### config.mk
export PLATFORM = sky130hd
export DESIGN_NAME = dfii_init_sequencer
export DESIGN_NICKNAME = d
export VERILOG_FILES = /design/src/rtl/dfii_init_sequencer_pkg.sv /design/src/rtl/dfii_init_sequencer_rom.sv /design/src/rtl/dfii_init_sequencer.sv
export SDC_FILE = /design/constraint.sdc
export NUM_CORES = 1
export LEC_CHECK = 0
export BUFFER_PORTS_ARGS = -buffer_cell sky130_fd_sc_hd__buf_2
export CAP_MARGIN = 5
export CORE_UTILIZATION = 45
export CTS_CLUSTER_DIAMETER = 60
export DETAILED_ROUTE_END_ITERATION = 10
export PLACE_DENSITY = 0.7
export SLEW_MARGIN = 15
export SYNTH_ARGS = -nofsm -noshare
export SYNTH_HDL_FRONTEND = slang
export SYNTH_SLANG_ARGS = --single-unit
export TNS_END_PERCENT = 30
### constraint.sdc
create_clock -name clk -period 7.95 [get_ports clk]
set_input_delay 0.3975 -clock clk [delete_from_list [all_inputs] [get_ports clk]]
set_output_delay 0.3975 -clock clk [all_outputs]
set_load 0.02 [all_outputs]
### src/rtl/dfii_init_sequencer_pkg.sv
// ============================================================================
// Module   : dfii_init_sequencer_pkg
// Brief    : Shared DFII register map, bit fields and step-entry types.
// Revision : 1.0
// ============================================================================
`default_nettype none

package dfii_init_sequencer_pkg;

    localparam logic [31:0] DFII_BASE_DEF   = 32'h0000_9000;
    localparam logic [13:0] MR0_DLLRST_DEF  = 14'h320;
    localparam logic [13:0] MR0_DEF         = 14'h220;
    localparam logic [13:0] MR1_DEF         = 14'h006;
    localparam logic [13:0] MR2_DEF         = 14'h200;
    localparam logic [13:0] MR3_DEF         = 14'h000;
    localparam logic [23:0] T_RESET_DEF     = 24'd50;
    localparam logic [23:0] T_CKE_DEF       = 24'd50;
    localparam logic [23:0] T_DLLK_DEF      = 24'd600;
    localparam logic [23:0] T_ZQINIT_DEF    = 24'd600;
    localparam logic [15:0] ACK_TIMEOUT_DEF = 16'd1024;

    localparam logic [4:0]  LAST_STEP = 5'd28;

    // Register select doubles as the word offset from DFII_BASE
    typedef enum logic [2:0] {
        REG_CONTROL  = 3'd0,
        REG_COMMAND  = 3'd1,
        REG_ISSUE    = 3'd2,
        REG_ADDRESS  = 3'd3,
        REG_BADDRESS = 3'd4
    } dfii_reg_e;

    localparam logic [31:0] CTRL_SEL     = 32'h01;
    localparam logic [31:0] CTRL_CKE     = 32'h02;
    localparam logic [31:0] CTRL_ODT     = 32'h04;
    localparam logic [31:0] CTRL_RESET_N = 32'h08;

    localparam logic [31:0] CMD_CS  = 32'h01;
    localparam logic [31:0] CMD_WE  = 32'h02;
    localparam logic [31:0] CMD_CAS = 32'h04;
    localparam logic [31:0] CMD_RAS = 32'h08;

    localparam logic [31:0] CMD_MRS   = CMD_CS | CMD_WE | CMD_CAS | CMD_RAS;
    localparam logic [31:0] CMD_ZQCL  = CMD_CS | CMD_WE;
    localparam logic [31:0] ISSUE_GO  = 32'h01;
    localparam logic [31:0] ZQCL_ADDR = 32'h400;

    typedef enum logic [1:0] {
        WAIT_NONE      = 2'd0,
        WAIT_RESET_CKE = 2'd1,
        WAIT_DLLK      = 2'd2,
        WAIT_ZQINIT    = 2'd3
    } wait_sel_e;

    typedef struct packed {
        dfii_reg_e   sel;
        logic [31:0] data;
        wait_sel_e   wait_sel;
    } step_entry_t;

    typedef enum logic [2:0] {
        S_IDLE  = 3'd0,
        S_REQ   = 3'd1,
        S_GAP   = 3'd2,
        S_DONE  = 3'd3,
        S_ERROR = 3'd4
    } seq_state_e;

    function automatic logic [29:0] reg_word_adr(input logic [31:0] base, input dfii_reg_e sel);
        logic [31:0] byte_adr;
        byte_adr = base + {27'd0, sel, 2'b00};
        return byte_adr[31:2];
    endfunction

endpackage

`default_nettype wire

### src/rtl/dfii_init_sequencer_rom.sv
// ============================================================================
// Module   : dfii_init_rom
// Brief    : Combinational step index to DFII write entry lookup.
// Revision : 1.0
// ============================================================================
`default_nettype none

module dfii_init_rom
    import dfii_init_sequencer_pkg::*;
#(
    parameter logic [13:0] MR0_DLLRST = MR0_DLLRST_DEF,
    parameter logic [13:0] MR0        = MR0_DEF,
    parameter logic [13:0] MR1        = MR1_DEF,
    parameter logic [13:0] MR2        = MR2_DEF,
    parameter logic [13:0] MR3        = MR3_DEF
) (
    input  logic [4:0]  i_step,
    output step_entry_t o_entry
);

    logic [4:0]  w_mrs_off;
    logic [13:0] w_mr_val;
    logic [1:0]  w_ba;

    always_comb begin
        // MRS writes occupy steps 4..23, four writes per mode register
        w_mrs_off = i_step - 5'd4;
        w_mr_val  = 14'd0;
        w_ba      = 2'd0;
        case (w_mrs_off[4:2])
            3'd0:    begin w_mr_val = MR2;        w_ba = 2'd2; end
            3'd1:    begin w_mr_val = MR3;        w_ba = 2'd3; end
            3'd2:    begin w_mr_val = MR1;        w_ba = 2'd1; end
            3'd3:    begin w_mr_val = MR0_DLLRST; w_ba = 2'd0; end
            default: begin w_mr_val = MR0;        w_ba = 2'd0; end
        endcase
    end

    always_comb begin
        o_entry.sel      = REG_ADDRESS;
        o_entry.data     = 32'd0;
        o_entry.wait_sel = WAIT_NONE;
        if (i_step < 5'd4) begin
            case (i_step[1:0])
                2'd0: o_entry.sel = REG_ADDRESS;
                2'd1: o_entry.sel = REG_BADDRESS;
                2'd2: begin
                    o_entry.sel      = REG_CONTROL;
                    o_entry.data     = CTRL_ODT | CTRL_RESET_N;
                    o_entry.wait_sel = WAIT_RESET_CKE;
                end
                default: begin
                    o_entry.sel      = REG_CONTROL;
                    o_entry.data     = CTRL_ODT | CTRL_RESET_N | CTRL_CKE;
                    o_entry.wait_sel = WAIT_RESET_CKE;
                end
            endcase
        end else if (i_step < 5'd24) begin
            case (w_mrs_off[1:0])
                2'd0: begin
                    o_entry.sel  = REG_ADDRESS;
                    o_entry.data = {18'd0, w_mr_val};
                end
                2'd1: begin
                    o_entry.sel  = REG_BADDRESS;
                    o_entry.data = {30'd0, w_ba};
                end
                2'd2: begin
                    o_entry.sel  = REG_COMMAND;
                    o_entry.data = CMD_MRS;
                end
                default: begin
                    o_entry.sel      = REG_ISSUE;
                    o_entry.data     = ISSUE_GO;
                    o_entry.wait_sel = (i_step == 5'd23) ? WAIT_DLLK : WAIT_NONE;
                end
            endcase
        end else if (i_step < LAST_STEP) begin
            case (i_step[1:0])
                2'd0: begin
                    o_entry.sel  = REG_ADDRESS;
                    o_entry.data = ZQCL_ADDR;
                end
                2'd1: o_entry.sel = REG_BADDRESS;
                2'd2: begin
                    o_entry.sel  = REG_COMMAND;
                    o_entry.data = CMD_ZQCL;
                end
                default: begin
                    o_entry.sel      = REG_ISSUE;
                    o_entry.data     = ISSUE_GO;
                    o_entry.wait_sel = WAIT_ZQINIT;
                end
            endcase
        end else begin
            o_entry.sel  = REG_CONTROL;
            o_entry.data = CTRL_SEL;
        end
    end

endmodule

`default_nettype wire

### src/rtl/dfii_init_sequencer.sv
// ============================================================================
// Module   : dfii_init_sequencer
// Brief    : DDR3 power-up sequencer driving the DFII CSRs over Wishbone classic.
// Revision : 1.0
// ============================================================================
`default_nettype none

module dfii_init_sequencer
    import dfii_init_sequencer_pkg::*;
#(
    parameter logic [31:0] DFII_BASE   = DFII_BASE_DEF,
    parameter logic [13:0] MR0_DLLRST  = MR0_DLLRST_DEF,
    parameter logic [13:0] MR0         = MR0_DEF,
    parameter logic [13:0] MR1         = MR1_DEF,
    parameter logic [13:0] MR2         = MR2_DEF,
    parameter logic [13:0] MR3         = MR3_DEF,
    parameter logic [23:0] T_RESET     = T_RESET_DEF,
    parameter logic [23:0] T_CKE       = T_CKE_DEF,
    parameter logic [23:0] T_DLLK      = T_DLLK_DEF,
    parameter logic [23:0] T_ZQINIT    = T_ZQINIT_DEF,
    parameter logic [15:0] ACK_TIMEOUT = ACK_TIMEOUT_DEF
) (
    input  logic        clk,
    input  logic        rst_n,
    input  logic        i_start,
    output logic        o_busy,
    output logic        o_done,
    output logic        o_error,
    output logic [4:0]  o_step,
    output logic [29:0] o_wb_adr,
    output logic [31:0] o_wb_dat_w,
    output logic [3:0]  o_wb_sel,
    output logic        o_wb_cyc,
    output logic        o_wb_stb,
    output logic        o_wb_we,
    input  logic        i_wb_ack
);

    seq_state_e  r_state;
    seq_state_e  w_state_nxt;
    logic [4:0]  r_step;
    logic [4:0]  w_step_nxt;
    logic        w_load_req;
    logic [29:0] r_wb_adr;
    logic [31:0] r_wb_dat;
    wait_sel_e   r_wait_sel;
    logic [23:0] r_wait;
    logic [23:0] w_wait_val;
    logic [15:0] r_timeout;
    logic        w_timeout_hit;
    step_entry_t w_entry;

    // Indexed by the step about to be requested so the bus fields register on REQ entry
    dfii_init_rom #(
        .MR0_DLLRST (MR0_DLLRST),
        .MR0        (MR0),
        .MR1        (MR1),
        .MR2        (MR2),
        .MR3        (MR3)
    ) u_rom (
        .i_step  (w_step_nxt),
        .o_entry (w_entry)
    );

    assign w_timeout_hit = (r_timeout >= (ACK_TIMEOUT - 16'd1));

    always_comb begin
        case (r_wait_sel)
            WAIT_RESET_CKE: w_wait_val = r_step[0] ? T_CKE : T_RESET;
            WAIT_DLLK:      w_wait_val = T_DLLK;
            WAIT_ZQINIT:    w_wait_val = T_ZQINIT;
            default:        w_wait_val = 24'd0;
        endcase
    end

    always_ff @(posedge clk) begin
        if (!rst_n) begin
            r_state <= S_IDLE;
            r_step  <= 5'd0;
        end else begin
            r_state <= w_state_nxt;
            r_step  <= w_step_nxt;
        end
    end

    always_comb begin
        w_state_nxt = r_state;
        w_step_nxt  = r_step;
        w_load_req  = 1'b0;
        case (r_state)
            S_IDLE, S_DONE, S_ERROR: begin
                if (i_start) begin
                    w_state_nxt = S_REQ;
                    w_step_nxt  = 5'd0;
                    w_load_req  = 1'b1;
                end
            end
            S_REQ: begin
                // An ack on the expiring cycle still wins over the timeout
                if (i_wb_ack) begin
                    w_state_nxt = S_GAP;
                end else if (w_timeout_hit) begin
                    w_state_nxt = S_ERROR;
                end
            end
            S_GAP: begin
                if (r_wait <= 24'd1) begin
                    if (r_step == LAST_STEP) begin
                        w_state_nxt = S_DONE;
                    end else begin
                        w_state_nxt = S_REQ;
                        w_step_nxt  = r_step + 5'd1;
                        w_load_req  = 1'b1;
                    end
                end
            end
            default: w_state_nxt = S_IDLE;
        endcase
    end

    always_ff @(posedge clk) begin
        if (!rst_n) begin
            r_wb_adr   <= 30'd0;
            r_wb_dat   <= 32'd0;
            r_wait_sel <= WAIT_NONE;
            r_wait     <= 24'd0;
            r_timeout  <= 16'd0;
        end else begin
            if (w_load_req) begin
                r_wb_adr   <= reg_word_adr(DFII_BASE, w_entry.sel);
                r_wb_dat   <= w_entry.data;
                r_wait_sel <= w_entry.wait_sel;
                r_timeout  <= 16'd0;
            end else if ((r_state == S_REQ) && (r_timeout != 16'hFFFF)) begin
                r_timeout <= r_timeout + 16'd1;
            end

            if ((r_state == S_REQ) && i_wb_ack) begin
                r_wait <= w_wait_val;
            end else if ((r_state == S_GAP) && (r_wait != 24'd0)) begin
                r_wait <= r_wait - 24'd1;
            end
        end
    end

    assign o_wb_cyc   = (r_state == S_REQ);
    assign o_wb_stb   = o_wb_cyc;
    assign o_wb_we    = o_wb_cyc;
    assign o_wb_sel   = o_wb_cyc ? 4'hF : 4'h0;
    assign o_wb_adr   = r_wb_adr;
    assign o_wb_dat_w = r_wb_dat;
    assign o_busy     = (r_state == S_REQ) || (r_state == S_GAP);
    assign o_done     = (r_state == S_DONE);
    assign o_error    = (r_state == S_ERROR);
    assign o_step     = r_step;

endmodule

`default_nettype wire

Word-level counts from Yosys, hierarchy flattened
Index checks and enable logic that the tools add are counted.

Register bits: 112. Input port bits: 4. Output and inout bits: 77. Word-level logic and storage cells: 87.

Add/sub/neg operators: 5. Magnitude comparators: 5. Equal/unequal tests: 20. Multiplexer cells: 32. Bitwise operators: 1. Reductions and logical operators: 17.

Operators by type and width (number): case mux 35 bit (3 select lines) (1); 2-to-1 mux 37 bit (2); 2-to-1 mux 24 bit (2); case mux 10 bit (4 select lines) (1); 2-to-1 mux 35 bit (1); case mux 11 bit (3 select lines) (1); less-or-equal comparator 24 x 1 -> 1 bit, second input constant (1); nonzero test 24 bit (1); subtractor 24 x 1 -> 24 bit, second input constant (1); case mux 10 bit (2 select lines) (1); case mux 3 bit (3 select lines) (2); adder 16 x 5 -> 17 bit, first input constant (1); adder 16 x 1 -> 16 bit, second input constant (1); >= comparator 16 x 10 -> 1 bit, second input constant (1); inequality test 16 bit, second input constant (1); 2-to-1 mux 5 bit (3); == test 3 x 2 -> 1 bit, second input constant (4); 2-to-1 mux 3 bit (4); case mux 6 bit (2 select lines) (1); == test 5 bit, second input constant (2); < comparator 5 bit, second input constant (2); 2-to-1 mux 2 bit (5); case mux 5 bit (2 select lines) (1); OR reduction 3 bit (3); other kinds (22) (37).

Longest topological paths before layout
Gate-level depths: netlist of run 1.

Depth after elaboration: 11. Depth in mapped cells: 12. Gate-level depth less buffers: 12.

Cells and area by module
A second synthesis of run 1 with hierarchy kept.

Cell total of the unflattened synthesis: 628. Area total of the unflattened synthesis: 5266.3 um2.

By module, submodules not included: dfii_init_sequencer (instances 1, cells each 543, area each 4659.5 um2, sequential area each 1721.7 um2); dfii_init_rom (instances 1, cells each 85, area each 606.8 um2, sequential area each 0.0 um2).

Worst setup path before layout of run 1
No wires, ideal clock.

Path kind: register to register. From: register r_wait[0]. To: register r_wb_dat[1] (netlist: o_wb_dat_w[1]). Library setup time: 0.130 ns. Arrival: 2.524 ns. Data required time: 7.820 ns. Slack: 5.296 ns. Stages on the path, launching flop included: 13. Path buffers: 0. Clock period less this slack: 2.654 ns. Cells stage by stage: dfxtp_1 -> inv_1 -> ha_1 -> or2_2 -> nand4_1 -> nor3_1 -> o21a_1 -> o21ai_1 -> inv_1 -> ha_1 -> and4b_1 -> a211oi_1 -> o211ai_1.

Cells in the longest elaborated chain, start to end: 9. Elaborated cells on any way between the ends: 28. Those cells by class: add/sub (1); order compare (4); eq/ne (7); mux (12); reduce/logical (4).

Ends and longest elaborated chain: start, declared (RTL line dfii_init_sequencer.sv:47) `logic [23:0] r_wait;`; start signal, assigned (RTL line dfii_init_sequencer.sv:139) `r_wait <= w_wait_val;`; start signal, assigned (RTL line dfii_init_sequencer.sv:141) `r_wait <= r_wait - 24'd1;`; less-or-equal comparator 24 x 1 -> 1 bit (*) (RTL line dfii_init_sequencer.sv:107) `if (r_wait <= 24'd1) begin`; 2-to-1 mux 5 bit (*) (RTL line dfii_init_sequencer.sv:107); case mux 5 bit (2 select lines) (*) (RTL line dfii_init_sequencer.sv:90) `case (r_state)`; named net u_rom.i_step[0] (RTL line dfii_init_sequencer_rom.sv:17) `input logic [4:0] i_step,`; subtractor 5 x 3 -> 5 bit (RTL line dfii_init_sequencer_rom.sv:27) `w_mrs_off = i_step - 5'd4;`; == test 3 x 2 -> 1 bit (tied with other cells) (RTL line dfii_init_sequencer_rom.sv:30) `case (w_mrs_off[4:2])`; case mux 10 bit (4 select lines) / case mux 2 bit (3 select lines) (equally long branches) (RTL line dfii_init_sequencer_rom.sv:30); case mux 35 bit (3 select lines) (RTL line dfii_init_sequencer_rom.sv:59) `case (w_mrs_off[1:0])`; 2-to-1 mux 37 bit (RTL line dfii_init_sequencer_rom.sv:58) `end else if (i_step < 5'd24) begin`; 2-to-1 mux 37 bit (*) (RTL line dfii_init_sequencer_rom.sv:43) `if (i_step < 5'd4) begin`; end signal, assigned (RTL line dfii_init_sequencer.sv:131) `r_wb_dat <= w_entry.data;`; end, declared (RTL line dfii_init_sequencer.sv:45) `logic [31:0] r_wb_dat;`.

Mark *: on every way through the listed nets, which the timed path passes. The rest lies on a longest branch. A chain may end at the register's enable or synchronous reset.

Final worst setup path of run 1
Ends and elaborated chain as after synthesis.

==> metrics.md, run 1 <==
| Metric | Value |
|---|---|
| Top Ports | `81` |
| Final hold viol count | `0` |
| Routed via count | `3,101` |
| Row count | `33` |
| Worst Path Max Fanout | `14` |
| Worst-path clk slew | `0.08 ns` |
| Reg2reg start | `r_wait[0]$_SDFFE_PN0P_` |
| Synthesized area | `3870 sq um` |
| Count of unique library cells instantiated by Yosys | `63` |
| First-pass GRT wire length | `13,200 um` |
| Drt via density | `5.21` |
| Post-synthesis simple-gate area fraction | `0.281` |
| RSZ-0062 raised after global routing | `false` |
| CTS Buf Count | `9` |
| Clk sinks | `62` |
| Initial antenna violation count | `0` |
| Initial Utilization | `0.468` |
| Design Area, Final | `4070 sq um` |
| XOR/XNOR share of the synthesized area | `0.0702` |
| Yosys warns | `0` |
| Mux cell area share after synthesis | `0.00517` |
| Overall routed net length | `7720 um` |
| Number of I/O port buffers | `31` |
| Main synth FF type | `dfxtp_1` |
| Tot GR Track Use | `0.187` |
| GPL Wtd Cong | `0.856` |
| H-tree Lvls | `3` |
| Clk_lat worst skew | `0.35 ns` |
| Worst r2r dst | `o_wb_dat_w[1]$_SDFFE_PN0P_` |
| Slew headroom | `0.376` |
| Commonest non-fill, non-tap cell in the layout | `dfxtp_1` |
| Critical Path End | `o_wb_dat_w[1]$_SDFFE_PN0P_` |
| Reg-to-reg setup timing slack | `4.78 ns` |
| Die width | `94.7 um` |
| Asr flop ratio synth | `0` |
| Worst Path Required | `8.18 ns` |
| Nets | `502` |
| Worst Setup SP | `r_wait[0]$_SDFFE_PN0P_` |
| Setup violators final | `0` |
| DRC Markers | `0` |
| Starting DRT DRC Count | `172` |
| Clk root buf | `clkbuf_8` |
| Synth Area in Adders | `0.0420` |
| Total Power | `0.00103 W` |
| Worst vdd ir | `94.9 uV` |
| N_diodes | `0` |
| CP Capture Type | `flip-flop` |
| PD cells | `253 nW/um^2` |
| CTS tree | `done` |
| Max clock buf depth | `2` |
| Number of max-cap violations | `0` |
| Core Area | `8260 sq um` |
| Synth Area in Compound Gates | `0.141` |
| Final worst path period share | `0.399` |
| Hold_buf cts | `0` |
| Post_cts resized | `0` |
| Start point of the worst hold path | `i_wb_ack` |
| Total grt overflow | `0` |
| Fill count | `812` |
| Critical path arrival | `3.40 ns` |
| 1st-pass router iterations | `4` |
| Mean Syn Cell Area | `8.34 sq um` |
| Placed Instance Area | `3850 sq um` |
| Mapped Cells | `464` |
| Slew at the pin closest to its max-slew limit | `0.923 ns` |
| FF+latch count, synth | `62` |
| Area Overhead vs Synth | `5.27%` |
| WHS | `0.421 ns` |
| Setup CP Type | `flip-flop to flip-flop` |
| Tmin final | `3.17 ns` |
| Core Util, Final | `0.493` |
| Sequential area share after synthesis | `0.321` |
| CP startpoint kind | `flip-flop` |
| Main combinational cell family by area after synthesis | `simple AND/OR/NAND/NOR gates` |
| Vias in the first global route | `2,881` |
| Commonest non-fill, non-tap cells in the layout | `dfxtp_1, nor2_1, conb_1, nand2_1, buf_2` |
| Skew final | `0.0111 ns` |
| Status | `finished, final reports clean` |
| Total setup buffers inserted after CTS | `0` |
| Worst Reg-to-Reg Cells | `12` |
| Leakage power | `1.70 nW` |
| Hold WC Path Type | `primary input to flip-flop` |
| Die area | `8970 sq um` |
| Post-route setup TNS | `0 ns` |
| Antenna-violating nets left | `0` |
| Fmax | `315 MHz` |
| Post-DP HPWL | `5520 um` |
| Slew Limit Fails | `0` |
| Number of flops mapped to enable cells by yosys | `0` |
| Routed length per instance | `13.0 um` |
| Ratio of cells with drive above 1 in the final layout | `0.137` |
| Largest net degree at the start of global routing | `33` |
| Die H | `94.7 um` |
## final cells by class
class,count,area [sq um],area share
Timing Repair Buffer,32,163,0.0399
Multi-Input combinational cell,369,2270,0.558
Tap cell,105,131,0.0323
Inverter,11,41.3,0.0101
Sequential cell,62,1240,0.305
Clock inverter,7,98.8,0.0243
Clock buffer,9,124,0.0304
## cells by family after synthesis
| logic type | after synthesis |
|---|---|
| simple gates | 194 |
| buf+inv | 81 |
| compound gates | 80 |
| flops | 62 |
| xor+xnor | 31 |
| fa+ha+maj | 13 |
| mux | 2 |
| other cells | 1 |
## state kept, by name, summed over array words and instances (netlist names)
signal / flops
r_wait: 24
r_state: 3
o_wb_dat_w: 8
o_step: 5
o_wb_adr: 4
r_timeout: 16
r_wait_sel: 2
## metal layers
metal | share of wire | global-route usage | up-vias
met5 | 0 | 0 | -
met4 | 0.019 | 0.0859 | 0
met3 | 0.048 | 0.0386 | 12
met2 | 0.48 | 0.303 | 88
met1 | 0.45 | 0.237 | 1439
li1 | - | - | 1562
## Yosys cell counts, drive strengths merged (6+ instances only)
cell	instances	area (sq um)
inv	11	41.3
nor2b	6	37.5
nand4	13	87.6
nor3	11	65.1
xor2	20	175
o211ai	6	50.1
o21ai	23	115
and2	17	106
nor4	8	101
dfxtp	62	1240
a21oi	15	75.1
buf	63	467
or3	7	48.8
a31oi	7	50.1
nor2	50	188
nand3	20	100
ha	13	163
xnor2	11	96.3
clkbuf	7	26.3
nand2	36	138
## power by group
group          leakage, nW  total (W)  switching, W  internal (W)
registers            0.503   0.000376     0.0000353      0.000340
clock network       0.0977   0.000311      0.000134      0.000177
logic                 1.10   0.000343      0.000226      0.000117
total                 1.70    0.00103      0.000396      0.000634
## worst max-delay path, cell delays in order (launching register included)
cell and delay, ns:
dfxtp_1 0.42, inv_1 0.10, ha_1 0.22, or2_2 0.33, nand4_1 0.21, nor3_1 0.10
o21a_1 0.33, o21ai_1 0.37, inv_1 0.17, ha_1 0.29, and4b_1 0.23, a211oi_1 0.18
o211ai_1 0.10
## worst min-delay path by stage
stage	to	slack [ns]	depth (start not counted)
floorplan	r_timeout[7]$_SDFFE_PP0P_	0.47	2
global placement	o_wb_dat_w[10]$_SDFFE_PN0P_	0.44	2
detailed placement	o_wb_dat_w[10]$_SDFFE_PN0P_	0.45	2
CTS	r_state[2]$_SDFFE_PN0P_	0.41	4
global route	r_state[2]$_SDFFE_PN0P_	0.44	4
finish	r_state[2]$_SDFFE_PN0P_	0.42	4
## through the flow
stage               setup WS (ns)  cells
global placement             4.96    579
CTS                          4.81    595
detailed placement           4.82    579
global route                 4.51    595
finish                       4.78    595
floorplan                    5.30    512
Power figures use the tool's default switching activity.
==> inputs of run 2 (changes only) <==
--- a/config.mk
+++ b/config.mk
@@ -10,7 +10,7 @@
 export CORE_UTILIZATION = 45
 export CTS_CLUSTER_DIAMETER = 60
 export DETAILED_ROUTE_END_ITERATION = 10
-export PLACE_DENSITY = 0.7
+export PLACE_DENSITY = 0.72
 export SLEW_MARGIN = 15
 export SYNTH_ARGS = -nofsm -noshare
 export SYNTH_HDL_FRONTEND = slang
==> constraint.sdc (replaced) <==
create_clock -name clk -period 2.6 [get_ports clk]
set_input_delay 0.13 -clock clk [delete_from_list [all_inputs] [get_ports clk]]
set_output_delay 0.13 -clock clk [all_outputs]
set_load 0.02 [all_outputs]
==> run 2 against run 1 <==
Against the previous run: the run now ends with negative setup slack left; worst hold slack worse by 0.24 ns; die area is the same; routed wire length grew 13%; clock power grew to 3.0 times the previous value; clock skew fell by 0.0021 ns; fmax is 22% higher; core utilization is 4.5 points higher; critical path depth rose by 1; cell area grew 9.2%; flip-flop and latch count did not move; highest routed layer unchanged.
==> metrics.md, run 2 (synthesis results as in run 1) <==
| Metric | Value |
|---|---|
| Status | `finished with violations` |
| Failing checks | `negative setup slack` |
| Core Area | `8260 sq um (unchanged)` |
| Area Overhead vs Synth | `14.9%` |
| Final hold viol count | `0 (unchanged)` |
| Routed length per instance | `13.9 um (+7.1%)` |
| Final worst slack | `-0.00163 ns (-4.78 ns)` |
| Row count | `33 (unchanged)` |
| Post-route setup TNS | `-0.00163 ns (-0.00163 ns)` |
| Crit-path slowest cell | `dfxtp_2` |
| Vias in the first global route | `3,090 (+7.3%)` |
| Post-DP HPWL | `6040 um (+9.3%)` |
| Overall routed net length | `8730 um (+13%)` |
| Die area | `8970 sq um (unchanged)` |
| DRC Markers | `0 (unchanged)` |
| Worst Path Required | `2.83 ns (-5.35 ns)` |
| Routed via count | `3,413 (+10%)` |
| Leakage power | `1.88 nW (+10%)` |
| Starting DRT DRC Count | `221 (+28%)` |
| CP Capture Type | `flip-flop` |
| Hold_buf cts | `0 (unchanged)` |
| Max reg flops | `24 (unchanged)` |
| Setup violators final | `1 (+1)` |
| Die width | `94.7 um (unchanged)` |
| Slowest stage delay, CP | `0.35 ns (-0.07 ns)` |
| H-tree Lvls | `3 (unchanged)` |
| Nets | `536 (+6.8%)` |
| Slew Limit Fails | `0 (unchanged)` |
| Initial antenna violation count | `0 (unchanged)` |
| First-pass GRT wire length | `14,200 um (+7.3%)` |
| 1st-pass router iterations | `5 (+1)` |
| Skew final | `0.00897 ns (-0.00209 ns)` |
| Critical path arrival | `2.83 ns (-0.57 ns)` |
| Largest net degree at the start of global routing | `33 (unchanged)` |
| Worst-path cell chain | `inv_2, ha_2, or2_4, nand4_1, buf_6, nor3_4, o21a_1, o21ai_4, inv_4, ha_4, and4b_1, a21oi_1, a31oi_1` |
| Worst-path clk slew | `0.07 ns (about the same)` |
| Worst Path Max Fanout | `5 (-9)` |
| Ratio of cells with drive above 1 in the final layout | `0.241 (+0.104)` |
| WHS | `0.183 ns (-0.239 ns)` |
| Number of max-cap violations | `0 (unchanged)` |
| Total grt overflow | `0 (unchanged)` |
| Placed cells | `605 (+4.5%)` |
| Clk_lat worst skew | `0.35 ns (about the same)` |
| Slew at the pin closest to its max-slew limit | `0.517 ns (-0.407 ns)` |
| Setup WS pre-CTS | `-0.0808 ns (-4.90 ns)` |
| Drt via density | `5.43 (+4.3%)` |
| Fill count | `763 (-6.0%)` |
| Finished Layout Cells | `628 (+5.5%)` |
| Setup CP Type | `flip-flop to flip-flop` |
| Antenna-violating nets left | `0 (unchanged)` |
| CTS Buf Count | `9 (unchanged)` |
| Biggest register | `r_wait` |
| Storage cell area | `1250 sq um (+0.50%)` |
| Clk root buf | `clkbuf_8` |
| Clk sinks | `62 (unchanged)` |
| Tot GR Track Use | `0.202 (+0.0147)` |
| PD cells | `804 nW/um^2 (+220%)` |
| Worst vdd ir | `367 uV (+290%)` |
| CP startpoint kind | `flip-flop` |
| Placed Instance Area | `4050 sq um (+5.2%)` |
| Slew headroom | `0.647 (+0.270)` |
| Final worst path period share | `1.00 (+0.602)` |
| Fmax | `384 MHz (+22%)` |
| N_diodes | `0 (unchanged)` |
| Design Area, Final | `4450 sq um (+9.2%)` |
| Top Ports | `81 (unchanged)` |
| CTS tree | `done` |
| Max clock buf depth | `2 (unchanged)` |
| Tmin final | `2.60 ns (-0.570 ns)` |
| GPL Wtd Cong | `0.907 (+5.9%)` |
| Commonest non-fill, non-tap cells in the layout | `dfxtp_1, nor2_1, conb_1, buf_4, nand2_1` |
| Hold WC Path Type | `primary input to flip-flop` |
| Number of I/O port buffers | `31 (unchanged)` |
| Commonest non-fill, non-tap cell in the layout | `dfxtp_1` |
| Die H | `94.7 um (unchanged)` |
| Initial Utilization | `0.468 (unchanged)` |
| Area of the multi-input gates | `2390 sq um (+5.1%)` |
-- run 2: changes by cell type in the layout (fill, tap and decap cells not counted), moves of 2 or more --
cell,before,now
buf_4,1,34
dfxtp_1,62,57
dfxtp_2,0,5
ha_1,13,8
ha_2,0,4
inv_1,9,5
inv_2,2,5
nand2_1,35,33
nand2_2,1,3
nor3_1,9,7
nor3_4,0,2
-- run 2: power by group --
| group | switching, W | total, W | internal [W] |
|---|---|---|---|
| sequential | 0.000105 | 0.00115 | 0.00104 |
| combinational | 0.000863 | 0.00151 | 0.000645 |
| clock | 0.000386 | 0.000918 | 0.000532 |
| total | 0.00135 | 0.00357 | 0.00222 |
-- run 2: metrics by stage --
step	total power, W	utilization
after floorplan	0.00207	-
after global placement	0.00232	0.490
after detailed placement	0.00234	0.490
after CTS	0.00338	0.522
after global routing	0.00378	0.538
final	0.00357	0.538
-- run 2: metal layers --
layer / track usage / routed length [um] / vias to the layer above / share of wire
met5: 0 / 0 / - / 0
li1: - / - / 1633 / -
met3: 0.0427 / 497 / 25 / 0.057
met2: 0.336 / 4290 / 130 / 0.49
met4: 0.0871 / 215 / 0 / 0.025
met1: 0.250 / 3720 / 1625 / 0.43
-- run 2: final cells by class --
type                    instances  share of cell area
multi-input cells             369               0.538
flip-flops and latches         62               0.281
repair buffers                 66              0.0948
well taps                     105              0.0296
clock buffers                   9              0.0279
clock inverters                 6              0.0197
inverters                      11             0.00985
-- run 2: timing repair --
action / 4_1_cts / 5_1_grt
pin swaps: 5 / 12
setup endpoints to repair: 7 / 12
resized for setup: 6 / 30
buffers inserted: 4 / 5
-- run 2: worst max-delay path, delay by kind of cell (launching register included) --
| family | cells | cell delay [ns] |
|---|---|---|
| flip-flops | 1 | 0.35 |
| AO/OA/AOI/OAI | 4 | 0.80 |
| buffers and inverters | 3 | 0.28 |
| AND/OR/NAND/NOR | 4 | 0.66 |
| adder cells (fa/ha/maj) | 2 | 0.39 |
-- run 2: final timing paths --
check                             startpoint  slack, ns                         end  cells after the start
hold / removal                      i_wb_ack       0.18     r_state[2]$_SDFFE_PN0P_                      4
hold reg to reg   o_wb_dat_w[0]$_SDFFE_PN0P_       0.46  o_wb_dat_w[0]$_SDFFE_PN0P_                      2
setup / recovery      r_wait[0]$_SDFFE_PN0P_     -0.002  o_wb_dat_w[2]$_SDFFE_PN0P_                     13
setup reg to reg      r_wait[0]$_SDFFE_PN0P_     -0.002  o_wb_dat_w[2]$_SDFFE_PN0P_                     13
==> inputs of run 3 (changes only) <==
==> constraint.sdc (replaced) <==
create_clock -name clk -period 2.2 [get_ports clk]
set_input_delay 0.11 -clock clk [delete_from_list [all_inputs] [get_ports clk]]
set_output_delay 0.11 -clock clk [all_outputs]
set_load 0.02 [all_outputs]
==> run 3 against run 2 <==
Against the previous run: the run still ends with negative setup slack left; cell area grew 16%; register-to-register slack worse by 0.34 ns; final cell count is 9.4% higher; largest power group unchanged; global-route usage grew 3.0 points; largest cell class unchanged; routed wire length is 19% higher; worst setup slack worse by 0.34 ns.
==> metrics.md, run 3 (synthesis results as in run 1) <==
| Metric | Value |
|---|---|
| Row count | `33 (unchanged)` |
| Vias in the first global route | `3,468 (+12%)` |
| Largest net degree at the start of global routing | `33 (unchanged)` |
| Initial antenna violation count | `0 (unchanged)` |
| Slew headroom | `0.573 (-0.0738)` |
| Placed Instance Area | `4540 sq um (+12%)` |
| Setup violators final | `15 (+14)` |
| Final hold viol count | `0 (unchanged)` |
| Post-DP HPWL | `6610 um (+9.4%)` |
| Design Area, Final | `5140 sq um (+16%)` |
| Core Area | `8260 sq um (unchanged)` |
| Total Power | `0.00475 W (+33%)` |
| Worst vdd ir | `649 uV (+77%)` |
| RSZ-0062 raised after global routing | `true` |
| DRC Markers | `0 (unchanged)` |
| Final worst slack | `-0.345 ns (-0.343 ns)` |
| 1st-pass router iterations | `5 (unchanged)` |
| Clk_lat worst skew | `0.36 ns (about the same)` |
| Drt via density | `5.42 (-0.34%)` |
| Top Ports | `81 (unchanged)` |
| Nets | `594 (+11%)` |
| Initial Utilization | `0.468 (unchanged)` |
| Worst-path clk slew | `0.08 ns (about the same)` |
| CTS tree | `done` |
| GPL Wtd Cong | `0.888 (-2.0%)` |
| Sw Pwr | `0.00192 W (+42%)` |
| Slew Limit Fails | `0 (unchanged)` |
| Overall routed net length | `10,400 um (+19%)` |
| Die area | `8970 sq um (unchanged)` |
| Critical path arrival | `2.78 ns (-0.05 ns)` |
| Antenna-violating nets left | `0 (unchanged)` |
| Area Overhead vs Synth | `32.9%` |
| Reg power frac | `0.281 (-0.040)` |
| Number of max-cap violations | `0 (unchanged)` |
| CP Capture Type | `flip-flop` |
| Internal power | `0.00282 W (+27%)` |
| Total grt overflow | `0 (unchanged)` |
| Commonest non-fill, non-tap cells in the layout | `buf_4, dfxtp_1, conb_1, nor2_1, nand2_1` |
| Setup CP Type | `flip-flop to flip-flop` |
| Ratio of cells with drive above 1 in the final layout | `0.361 (+0.120)` |
| Tmin final | `2.54 ns (-0.0569 ns)` |
| Clk root buf | `clkbuf_8` |
| Switching portion of total power | `0.406 (+0.0267)` |
| Fill count | `664 (-13%)` |
| Tot GR Track Use | `0.231 (+0.0295)` |
| Routed length per instance | `15.2 um (+9.1%)` |
| Biggest register | `r_wait` |
| H-tree Lvls | `3 (unchanged)` |
| Commonest non-fill, non-tap cell in the layout | `buf_4` |
| CP startpoint kind | `flip-flop` |
| Max clock buf depth | `2 (unchanged)` |
| First-pass GRT wire length | `16,000 um (+13%)` |
| Die H | `94.7 um (unchanged)` |
| Routed via count | `3,721 (+9.0%)` |
| Final worst path period share | `1.16 (+0.156)` |
| Hold WC Path Type | `primary input to flip-flop` |
| Skew final | `0.0101 ns (+0.00110 ns)` |
| Slew at the pin closest to its max-slew limit | `0.637 ns (+0.120 ns)` |
| CTS Buf Count | `9 (unchanged)` |
| Worst Path Required | `2.43 ns (-0.40 ns)` |
| Clk sinks | `62 (unchanged)` |
| Leakage power | `2.20 nW (+17%)` |
| Comb power frac | `0.496 (+0.074)` |
| PD cells | `923 nW/um^2 (+15%)` |
| N_diodes | `0 (unchanged)` |
| Worst Path Max Fanout | `5 (unchanged)` |
| Status | `finished with violations` |
| Setup WS pre-CTS | `-0.297 ns (-0.216 ns)` |
| Fmax | `393 MHz (+2.2%)` |
| Failing checks | `negative setup slack` |
| Clock share of power | `0.223 (-0.034)` |
| Die width | `94.7 um (unchanged)` |
| Max reg flops | `24 (unchanged)` |
| Starting DRT DRC Count | `198 (-10%)` |
| Number of I/O port buffers | `31 (unchanged)` |
[run 3: cell types whose count changed in the layout (fill, tap and decap cells not counted), moves of 3 or more]
cell / delta
buf_4: +47
buf_6: +7
ha_4: +5
clkinv_4: +4
dfxtp_1: -4
buf_12: +3
clkinvlp_4: -3
ha_2: -3
[run 3: power by group through the flow]
| stage | clock [W] | combinational, W | sequential [W] |
|---|---|---|---|
| CTS | 0.00107 | 0.00203 | 0.00133 |
| finish | 0.00106 | 0.00236 | 0.00133 |
| detailed placement | 0 | 0.00172 | 0.00135 |
| global route | 0.00113 | 0.00249 | 0.00135 |
| global placement | 0 | 0.00168 | 0.00135 |
| floorplan | 0 | 0.00112 | 0.00139 |
[run 3: layout make-up]
class / count / area [sq um] / area share
inverters: 11 / 43.8 / 0.00852
flip-flops and latches: 62 / 1260 / 0.245
multi-input cells: 370 / 2590 / 0.504
clock buffers: 9 / 124 / 0.0241
repair buffers: 123 / 913 / 0.178
well taps: 105 / 131 / 0.0255
clock inverters: 7 / 82.6 / 0.0161
[run 3: timing repair]
item | 4_1_cts | 5_1_grt
setup endpoints to repair | 21 | 49
gates resized for setup | 30 | 28
pin swaps | 14 | 21
hold buffers | 0 | 0
buffers inserted | 10 | 7
gates cloned | 0 | 1
[run 3: routing by layer]
| layer | GRT usage | vias up | routed length, um | share of wire |
|---|---|---|---|---|
| met1 | 0.275 | 1749 | 4300 | 0.41 |
| met5 | 0 | - | 0 | 0 |
| li1 | - | 1752 | - | - |
| met3 | 0.0652 | 40 | 578 | 0.055 |
| met4 | 0.0985 | 0 | 334 | 0.032 |
| met2 | 0.388 | 180 | 5210 | 0.50 |
[run 3: stage by stage]
stage / TNS (ns) / hold WS (ns) / util / cells
floorplan: -0.613 / 0.340 / - / 512
global placement: -0.958 / 0.437 / 0.550 / 655
detailed placement: -2.35 / 0.450 / 0.550 / 655
CTS: -1.44 / 0.143 / 0.601 / 680
global route: -5.89 / 0.157 / 0.623 / 687
finish: -3.53 / 0.162 / 0.623 / 687
[run 3: worst paths after layout]
path / startpoint / to / slack [ns] / cells past startpoint
worst min register to register: o_wb_dat_w[10]$_SDFFE_PN0P_ / o_wb_dat_w[10]$_SDFFE_PN0P_ / 0.46 / 2
worst min-delay path: i_wb_ack / r_state[2]$_SDFFE_PN0P_ / 0.16 / 4
worst max-delay path: r_wait[12]$_SDFFE_PN0P_ / o_wb_dat_w[1]$_SDFFE_PN0P_ / -0.34 / 11
worst max register to register: r_wait[12]$_SDFFE_PN0P_ / o_wb_dat_w[1]$_SDFFE_PN0P_ / -0.34 / 11
[run 3: worst max-delay path, stage by stage (launching register included)]
cell and delay (ns):
dfxtp_4 0.36, nor4_4 0.31, nand4_1 0.29, buf_6 0.23, nor2_4 0.09, o21ai_2 0.07
a22oi_2 0.22, inv_2 0.14, ha_2 0.23, and3_1 0.18, o211ai_1 0.18, o211ai_1 0.11
